$ cat src/rtl/evm_ballot_controller_pkg.sv
// evm_pkg: shared types and constants for the ballot controller slice.
// Holds the controller state encoding, the default candidate count, the
// width of the accepted-vote counter and a saturating increment helper.
package evm_pkg;

  // Default number of candidate buttons / vote strobes
  localparam int NUM_CAND_DEFAULT = 6;

  // Width of the accepted-vote counter presented to the counter block
  localparam int VOTE_CNT_W = 16;

  // Controller states
  typedef enum logic [1:0] {
    IDLE   = 2'd0,
    ARMED  = 2'd1,
    ACK    = 2'd2,
    RESULT = 2'd3
  } state_t;

  // Increment that sticks at all-ones instead of wrapping back to zero
  function automatic logic [VOTE_CNT_W-1:0] sat_inc(input logic [VOTE_CNT_W-1:0] value);
    logic [VOTE_CNT_W-1:0] next_value;
    next_value = value;
    if (value != {VOTE_CNT_W{1'b1}}) begin
      next_value = value + VOTE_CNT_W'(1);
    end
    return next_value;
  endfunction

endpackage

$ cat src/rtl/evm_ballot_controller_if.sv
// evm_ballot_controller_if: bundles the officer controls, candidate buttons
// and everything the controller drives toward the counter block and lamps.
// The master side (panel / testbench) drives mode, ballot_issue and button;
// the slave side (the controller) drives the remaining signals.
interface evm_ballot_controller_if
  import evm_pkg::*;
#(
  parameter int NUM_CAND = NUM_CAND_DEFAULT
);

  logic                  mode;
  logic                  ballot_issue;
  logic [NUM_CAND-1:0]   button;
  logic [NUM_CAND-1:0]   vote_pulse;
  logic                  count_mode;
  logic                  ballot_ready;
  logic                  vote_ack;
  logic                  multi_press_err;
  logic                  timeout_err;
  logic [VOTE_CNT_W-1:0] total_votes;

  modport master (
    output mode,
    output ballot_issue,
    output button,
    input  vote_pulse,
    input  count_mode,
    input  ballot_ready,
    input  vote_ack,
    input  multi_press_err,
    input  timeout_err,
    input  total_votes
  );

  modport slave (
    input  mode,
    input  ballot_issue,
    input  button,
    output vote_pulse,
    output count_mode,
    output ballot_ready,
    output vote_ack,
    output multi_press_err,
    output timeout_err,
    output total_votes
  );

endinterface

$ cat src/rtl/evm_ballot_controller_button_debounce.sv
// button_debounce: one candidate button. The raw asynchronous input is
// passed through a two-flop synchroniser, then a run-length counter only
// lets the debounced level change once DEBOUNCE_CYC consecutive
// synchronised samples disagree with it. o_press is a one-cycle strobe
// that rises together with the debounced level on a 0->1 change.
module button_debounce
  import evm_pkg::*;
#(
  parameter int DEBOUNCE_CYC = 4
) (
  input  logic clock,
  input  logic reset,
  input  logic i_button,
  output logic o_level,
  output logic o_press
);

  localparam int CNT_W = $clog2(DEBOUNCE_CYC + 1);

  logic             r_sync1;
  logic             r_sync2;
  logic             r_level;
  logic             r_press;
  logic [CNT_W-1:0] r_cnt;

  logic             w_differs;
  logic             w_run_done;

  assign w_differs  = (r_sync2 != r_level);
  assign w_run_done = w_differs && (r_cnt == CNT_W'(DEBOUNCE_CYC - 1));

  // Two-flop synchroniser bringing the raw button into the clock domain
  always_ff @(posedge clock or negedge reset) begin
    if (!reset) begin
      r_sync1 <= 1'b0;
      r_sync2 <= 1'b0;
    end else begin
      r_sync1 <= i_button;
      r_sync2 <= r_sync1;
    end
  end

  // Count consecutive samples that disagree with the level; flip on a full run
  always_ff @(posedge clock or negedge reset) begin
    if (!reset) begin
      r_cnt   <= '0;
      r_level <= 1'b0;
      r_press <= 1'b0;
    end else begin
      r_press <= 1'b0;
      if (!w_differs) begin
        r_cnt <= '0;
      end else if (w_run_done) begin
        r_cnt   <= '0;
        r_level <= r_sync2;
        r_press <= r_sync2;
      end else begin
        r_cnt <= r_cnt + CNT_W'(1);
      end
    end
  end

  assign o_level = r_level;
  assign o_press = r_press;

endmodule

$ cat src/rtl/evm_ballot_controller.sv
// evm_ballot_controller: front-end sequencer between the candidate buttons
// and the per-candidate vote counters. Debounces every button, opens a
// ballot when the officer issues one, turns exactly one press per ballot
// into a one-hot single-cycle vote strobe, and blocks all voting while the
// result display is selected. All outputs come straight from registers.
module evm_ballot_controller
  import evm_pkg::*;
#(
  parameter int NUM_CAND     = NUM_CAND_DEFAULT,
  parameter int DEBOUNCE_CYC = 4,
  parameter int ACK_CYC      = 8,
  parameter int TIMEOUT_CYC  = 1000
) (
  input  logic                     clock,
  input  logic                     reset,
  evm_ballot_controller_if.slave   bus
);

  localparam int TIMER_W = $clog2(TIMEOUT_CYC + 1);
  localparam int ACKC_W  = $clog2(ACK_CYC + 1);

  state_t                r_state;
  logic                  r_mode;
  logic [NUM_CAND-1:0]   r_vote_pulse;
  logic                  r_ballot_ready;
  logic                  r_vote_ack;
  logic                  r_multi_err;
  logic                  r_timeout_err;
  logic [VOTE_CNT_W-1:0] r_total_votes;
  logic [TIMER_W-1:0]    r_timer;
  logic [ACKC_W-1:0]     r_ack_cnt;

  logic [NUM_CAND-1:0]   w_level;
  logic [NUM_CAND-1:0]   w_press;
  logic [NUM_CAND-1:0]   w_press_evt;
  logic                  w_single;
  logic                  w_multi;
  logic                  w_timer_done;
  logic                  w_ack_done;

  // One debouncer per candidate button
  for (genvar g = 0; g < NUM_CAND; g++) begin : g_btn
    button_debounce #(
      .DEBOUNCE_CYC (DEBOUNCE_CYC)
    ) u_debounce (
      .clock    (clock),
      .reset    (reset),
      .i_button (bus.button[g]),
      .o_level  (w_level[g]),
      .o_press  (w_press[g])
    );
  end

  // A press strobe and its debounced level rise together, so qualifying the
  // strobe by the level never drops a real press event
  assign w_press_evt  = w_press & w_level;
  assign w_single     = $onehot(w_press_evt);
  assign w_multi      = (w_press_evt != '0) && !w_single;
  assign w_timer_done = (r_timer == TIMER_W'(TIMEOUT_CYC - 1));
  assign w_ack_done   = (r_ack_cnt == ACKC_W'(ACK_CYC - 1));

  // Ballot sequencer: result mode overrides everything, then per-state rules
  always_ff @(posedge clock or negedge reset) begin
    if (!reset) begin
      r_state        <= IDLE;
      r_mode         <= 1'b0;
      r_vote_pulse   <= '0;
      r_ballot_ready <= 1'b0;
      r_vote_ack     <= 1'b0;
      r_multi_err    <= 1'b0;
      r_timeout_err  <= 1'b0;
      r_total_votes  <= '0;
      r_timer        <= '0;
      r_ack_cnt      <= '0;
    end else begin
      r_mode        <= bus.mode;
      r_vote_pulse  <= '0;
      r_multi_err   <= 1'b0;
      r_timeout_err <= 1'b0;

      if (bus.mode) begin
        r_state        <= RESULT;
        r_ballot_ready <= 1'b0;
        r_vote_ack     <= 1'b0;
      end else begin
        case (r_state)
          IDLE: begin
            if (bus.ballot_issue) begin
              r_state        <= ARMED;
              r_ballot_ready <= 1'b1;
              r_timer        <= '0;
            end
          end

          ARMED: begin
            if (w_single) begin
              r_state        <= ACK;
              r_vote_pulse   <= w_press_evt;
              r_total_votes  <= sat_inc(r_total_votes);
              r_ballot_ready <= 1'b0;
              r_vote_ack     <= 1'b1;
              r_ack_cnt      <= '0;
            end else begin
              if (w_multi) begin
                r_multi_err <= 1'b1;
              end
              if (w_timer_done) begin
                r_state        <= IDLE;
                r_timeout_err  <= 1'b1;
                r_ballot_ready <= 1'b0;
              end else begin
                r_timer <= r_timer + TIMER_W'(1);
              end
            end
          end

          ACK: begin
            if (w_ack_done) begin
              r_state    <= IDLE;
              r_vote_ack <= 1'b0;
            end else begin
              r_ack_cnt <= r_ack_cnt + ACKC_W'(1);
            end
          end

          RESULT: begin
            r_state <= IDLE;
          end

          default: begin
            r_state <= IDLE;
          end
        endcase
      end
    end
  end

  assign bus.vote_pulse      = r_vote_pulse;
  assign bus.count_mode      = r_mode;
  assign bus.ballot_ready    = r_ballot_ready;
  assign bus.vote_ack        = r_vote_ack;
  assign bus.multi_press_err = r_multi_err;
  assign bus.timeout_err     = r_timeout_err;
  assign bus.total_votes     = r_total_votes;

endmodule

$ cat src/flat_wrapper.sv
// flat-port wrapper written by rule: the top's interface ports become plain ports
module evm_ballot_controller_flat import evm_pkg::*;
#(
  parameter int NUM_CAND     = NUM_CAND_DEFAULT,
  parameter int DEBOUNCE_CYC = 4,
  parameter int ACK_CYC      = 8,
  parameter int TIMEOUT_CYC  = 1000
)
  (clock, reset, bus_mode, bus_ballot_issue, bus_button, bus_vote_pulse, bus_count_mode, bus_ballot_ready, bus_vote_ack, bus_multi_press_err, bus_timeout_err, bus_total_votes);
  evm_ballot_controller_if #(.NUM_CAND(NUM_CAND)) bus_i ();
  input  logic clock;
  input  logic reset;
  input wire logic [$bits(bus_i.mode)-1:0] bus_mode;
  input wire logic [$bits(bus_i.ballot_issue)-1:0] bus_ballot_issue;
  input wire logic [$bits(bus_i.button)-1:0] bus_button;
  output wire logic [$bits(bus_i.vote_pulse)-1:0] bus_vote_pulse;
  output wire logic [$bits(bus_i.count_mode)-1:0] bus_count_mode;
  output wire logic [$bits(bus_i.ballot_ready)-1:0] bus_ballot_ready;
  output wire logic [$bits(bus_i.vote_ack)-1:0] bus_vote_ack;
  output wire logic [$bits(bus_i.multi_press_err)-1:0] bus_multi_press_err;
  output wire logic [$bits(bus_i.timeout_err)-1:0] bus_timeout_err;
  output wire logic [$bits(bus_i.total_votes)-1:0] bus_total_votes;
  assign bus_i.mode = bus_mode;
  assign bus_i.ballot_issue = bus_ballot_issue;
  assign bus_i.button = bus_button;
  assign bus_vote_pulse = bus_i.vote_pulse;
  assign bus_count_mode = bus_i.count_mode;
  assign bus_ballot_ready = bus_i.ballot_ready;
  assign bus_vote_ack = bus_i.vote_ack;
  assign bus_multi_press_err = bus_i.multi_press_err;
  assign bus_timeout_err = bus_i.timeout_err;
  assign bus_total_votes = bus_i.total_votes;
  evm_ballot_controller #(.NUM_CAND(NUM_CAND), .DEBOUNCE_CYC(DEBOUNCE_CYC), .ACK_CYC(ACK_CYC), .TIMEOUT_CYC(TIMEOUT_CYC)) u_core (.clock(clock), .reset(reset), .bus(bus_i));
endmodule
$ cat config.mk
export PLATFORM = sky130hd
export DESIGN_NAME = evm_ballot_controller_flat
export DESIGN_NICKNAME = d
export VERILOG_FILES = /design/src/rtl/evm_ballot_controller_pkg.sv /design/src/rtl/evm_ballot_controller_if.sv /design/src/rtl/evm_ballot_controller_button_debounce.sv /design/src/rtl/evm_ballot_controller.sv /design/src/flat_wrapper.sv
export SDC_FILE = /design/constraint.sdc
export NUM_CORES = 1
export LEC_CHECK = 0
export ABC_AREA = 1
export BUFFER_PORTS_ARGS = -buffer_cell sky130_fd_sc_hd__buf_2
export CORE_ASPECT_RATIO = 1.75
export CORE_UTILIZATION = 48
export CTS_CLUSTER_SIZE = 40
export DETAILED_ROUTE_END_ITERATION = 16
export PLACE_DENSITY = 0.67
export SYNTH_ARGS = -nofsm -noshare
export SYNTH_HDL_FRONTEND = slang
export SYNTH_HIERARCHICAL = 1
export SYNTH_SLANG_ARGS = --single-unit
export TNS_END_PERCENT = 50
$ cat constraint.sdc
create_clock -name clock -period 4.7 [get_ports clock]
set_input_delay 0.235 -clock clock [delete_from_list [all_inputs] [get_ports clock]]
set_output_delay 0.235 -clock clock [all_outputs]
set_load 0.02 [all_outputs]
* Yosys cells after proc, flatten, opt, wreduce, memory -nomap -nowiden *
Cells that the tools add are included.
Widths: inputs -> output; s select.

storage, ports and cells
  register bits after elaboration = 85

operators by class
  bitwise gates (word level) = 2
  reduce and logical (&&, ||, !) cells = 26
  muxes and demuxes = 57
  add/sub/neg operators = 14
  equality and inequality tests = 28

operators with widths
  operator               number
  $mux 3                 12
  $mux 10                3
  $mux 1                 27
  $pmux 10 s2            1
  $add 3x1->3 const B    6
  $eq 3x2->1 const B     6
  $mux 6                 3
  $add 16x1->16 const B  1
  $ne 16x16->1 const B   1
  $reduce_and 2->1       6
  $add 10x1->10 const B  1
  $eq 10x10->1 const B   1
  $mux 2                 5
  $reduce_and 3->1       3
  $mux 4                 2
  $ne 2x2->1 const B     4
  $pmux 2 s4             1
  $pmux 4 s2             1
  $reduce_and 4->1       2
  $logic_and 1x1->1      7
  $add 1x1->2            3
  $add 3x3->3            2
  $and 6x6->6            1
  $ne 1x1->1             6
  17 further kinds       22

* Logic depth before layout (Yosys ltp) *
  depth in word-level cells = 11
  depth in mapped cells = 16

* Cells and area by module *
The synthesis kept the hierarchy.

modules (own cells, without submodules)
  module                 area each (µm²)  cells each  instances
  evm_ballot_controller  2507.4           326         1
  button_debounce        265.3            27          6

* Least setup slack after synthesis *
No wires, ideal clock.

  kind = flip-flop to flip-flop
  start point = register u_core.g_btn[0].u_debounce.r_level
  end point = register u_core.r_total_votes[4], in the netlist u_core/bus.total_votes[4]
  data required time = 4.583 ns
  slack = 1.487 ns
  cell stages (with the launch flop) = 16
  setup time = 0.117 ns
  clock period less this slack = 3.213 ns
  arrival = 3.096 ns
  buffers on the path = 1
  cell sequence = dfrtp_1 -> nand2_1 -> inv_1 -> fa_1 -> inv_1 -> fa_1 -> inv_1 -> ha_1 -> fa_1 -> nor2_2 -> nand4_4 -> inv_2 -> nand2_4 -> buf_6 -> nand2_1 -> nand2_1

between the ends
  longest elaborated chain between the ends = 6

RTL lines
  what                                            RTL line                                     text
  start, declared                                 evm_ballot_controller_button_debounce.sv:22  logic r_level;
  start signal, assigned                          evm_ballot_controller_button_debounce.sv:55  r_level <= r_sync2;
  $and 6x6->6                                     evm_ballot_controller.sv:56                  assign w_press_evt = w_press & w_level;
  $add 1x1->2 (not written as such)               evm_ballot_controller.sv:57                  assign w_single = $onehot(w_press_evt);
  $add 3x3->3 (not written as such) (2 in a row)  evm_ballot_controller.sv:57
  $eq 3x1->1                                      evm_ballot_controller.sv:57
  $reduce_and 4->1 (no line)                      -
  end signal, assigned                            evm_ballot_controller.sv:99                  r_total_votes <= sat_inc(r_total_votes);
  end, declared                                   evm_ballot_controller.sv:29                  logic [VOTE_CNT_W-1:0] r_total_votes;

No other way between the ends.
A chain may end at the register's enable or synchronous reset.

* Worst setup path in the final report *
  start point = register u_core.g_btn[0].u_debounce.r_level
  end point = register u_core.r_total_votes[0], in the netlist u_core/bus.total_votes[0]

The elaborated chain is that of the path after synthesis.

==> run metrics <==
Main synth FF type=dfrtp_1; Initial DRC Count=100; Setup Skew=0.00527 ns; Num CTS Buffers=9; pin count of the biggest net entering global routing=86; TNS Setup=0 ns; CTS sink cnt=85; core area=8310 µm²; DIE AREA=8930 µm²; critical path cell sequence=nand2_1 > inv_1 > fa_1 > inv_1 > fa_1 > inv_1 > ha_1 > fa_1 > nor2_2 > nand4_4 > inv_2 > nand2_4 > inv_2 > nand2_1 > nand2_1; fin util=between 50% and 60%; vias per inst=4.74; cts hold-fix bufs=5; YS warnings=6; # Max-Cap Violations=0; worst min path class=primary input to flip-flop; kind of critical path=flip-flop to flip-flop; Req. time, crit path=between 4 and 5 ns; first-pass GRT wire length=12.9 mm; top cells by area, synth=dfrtp_1 (52%), nand2_1 (15%), inv_1 (5.1%); final net count=559; GRT overflow=0; top routing layer used=met4; synth cell count leaders=nand2_1 (166), dfrtp_1 (85), inv_1 (56), nor2_1 (56), nand3_1 (27); crit share post-route=75.6%; vias in the first global route=3032; maximum clock insertion buffer count=2; library cell occupying the most area in the post-synthesis netlist=dfrtp_1; worst hold slack=0.0119 ns; type of origin of the critical path=flip-flop; IO Port Bufs=36; P_leak=2.49 nW; minimum clock period after layout=3.55 ns; RSZ-0062 raised after global routing=false; Relative slew margins=31.3%; routed wl met3=222 µm; H-Tree Depth=3; layout cell share with drive strength beyond 1=15.9%; drt drc=0; Worst path max stage delay=0.54 ns; # diodes=0; Syn Area/Cell=8.40 µm²; GPL Wtd Cong=0.760; remaining antenna violation count=0; status=finished clean; final WL=7.29 mm; most common cell in the netlist=nand2_1; post-route setup slack=1.15 ns; Rows=44; final hold vios=0; endpoints failing setup=0; PD cells=415 nW/µm²; CP Capture Type=flip-flop; maximum VDD drop=203 µV; synthesized area=4100 µm²; Post CTS Setup Buffer Count=0; post-DP HPWL=5.29 mm; detailed-route via count=roughly 3100; Pins Over Slew Limit=0; Yosys top cell area share=51.9%; Mapped Cells=488; initial core utilization=49.3%; chip height=124 µm; Worst-path clk slew=approximately 0.06 ns; crit-path max FO=19; root buffer cell=clkbuf_16; worst skew pair latency=0.33 ns; Post-synth EDFFs=0; antenna violations before repair=0; worst path arrival time=~3.8 ns; met2 wire len=3.92 mm; syn nets=approximately 510; Netlist cell types=29; chip width=71.9 µm; fin area=4720 µm²; post-synthesis sequential area ratio=51.9%; post_cts resized=0; Max Fclk=between 200 and 300 MHz; pin slew with the least headroom to its limit=1.03 ns; I/O pin total=37; DRT met1 WL=3.01 mm; DR WL/cell=~11 µm; Worst Path Buf+Inv=5; top cell family by delay on the critical path=adder cells; CTS tree=built; total track usage=18.6%; synthesized flop and latch total=85; dpl cell area=4380 µm²; first-pass iteration count of the detailed router=6; Slowest-stage cell, CP=fa_1; P&R area growth vs syn=15.1%; Post-Place Setup Slack=1.13 ns; Async SR Flop Fraction=100%
==> power by group <==
group	switching [mW]	internal, mW
Combinational	0.209	0.132
Clock	0.269	0.424
Sequential	0.0841	0.840
Total	0.562	1.40
==> worst register-to-register path: stages (launching register included) <==
cell and delay, ns:
dfrtp_1 0.42, nand2_1 0.12, inv_1 0.07, fa_1 0.54
inv_1 0.06, fa_1 0.50, inv_1 0.04, ha_1 0.20
fa_1 0.45, nor2_2 0.22, nand4_4 0.21, inv_2 0.15
nand2_4 0.14, inv_2 0.21, nand2_1 0.09, nand2_1 0.07
==> flip-flops by register name, summed over array words and instances, names as in the netlist, 2 cells and up <==
name / count
u_core/bus.total_votes: 16
u_core/g_btn.u_debounce/r_cnt: 18
u_core/g_btn.u_debounce/r_sync2: 6
u_core/g_btn.u_debounce/o_press: 6
u_core/bus.vote_pulse: 6
u_core/r_timer: 10
u_core/r_state: 2
u_core/g_btn.u_debounce/o_level: 6
u_core/g_btn.u_debounce/r_sync1: 6
u_core/r_ack_cnt: 4
==> per-layer routing <==
layer / vias to the layer above / track usage, %
li1: 1596 / -
met1: 1448 / 20.6
met2: 48 / 33.5
met3: 11 / 3.90
met4: 0 / 7.96
met5: - / 0
==> logic make-up (layout without fill, tap and decap cells) <==
| group | Yosys count | in the layout | share of synthesized area [%] |
|---|---|---|---|
| xor+xnor | 9 | 9 | 1.92 |
| fa+ha+maj | 14 | 14 | 4.82 |
| flops | 85 | 85 | 51.9 |
| buf+inv | 71 | 123 | 7.26 |
| compound gates | 21 | 21 | 2.69 |
| simple gates | 288 | 288 | 31.4 |
==> placed cells by master, fill, tap and decap left out, types with 6 or more instances in the layout <==
cell type | synthesis | routed
nand3_1 | 27 | 27
nand4_1 | 7 | 7
dfrtp_1 | 85 | 85
nand2_2 | 13 | 13
buf_2 | 1 | 35
inv_1 | 56 | 56
nand2_1 | 166 | 166
clkbuf_16 | 0 | 9
inv_2 | 10 | 10
xnor2_1 | 6 | 6
o21ai_0 | 13 | 13
nor2_1 | 56 | 56
ha_1 | 11 | 11
==> path summary, 6_finish.rpt <==
path | endpoint | slack [ns] | depth (start not counted) | start
hold reg to reg | u_core/g_btn[2].u_debounce/r_sync2 | 0.35 | 0 | u_core/g_btn[2].u_debounce/r_sync1
min in group asynchronous | u_core/r_timer[2] | 0.06 | 1 | reset
hold / removal | u_core/g_btn[3].u_debounce/r_sync1 | 0.01 | 1 | bus_button[3]
setup reg to reg | u_core/bus.total_votes[0] | 1.15 | 15 | u_core/g_btn[0].u_debounce/o_level
setup / recovery | u_core/bus.total_votes[0] | 1.15 | 15 | u_core/g_btn[0].u_debounce/o_level
max in group asynchronous | u_core/r_state[0] | 3.96 | 1 | reset
==> final cells by class <==
class / instances / area (µm²)
tap: 115 / 144
timing repair buffer: 41 / 233
sequential: 85 / 2130
clock inverter: 4 / 47.5
fill: 743 / 3590
multi-input combinational: 332 / 1670
inverter: 66 / 248
clock buffer: 12 / 246
==> through the flow <==
step / cells / total power, mW
2_1_floorplan: 488 / 1.19
3_3_place_gp: 634 / 1.26
3_5_place_dp: 634 / 1.28
4_1_cts: 655 / 1.99
5_1_grt: 655 / 2.09
6_report: 655 / 1.96
Note: power is estimated with default switching activity, not from simulation.
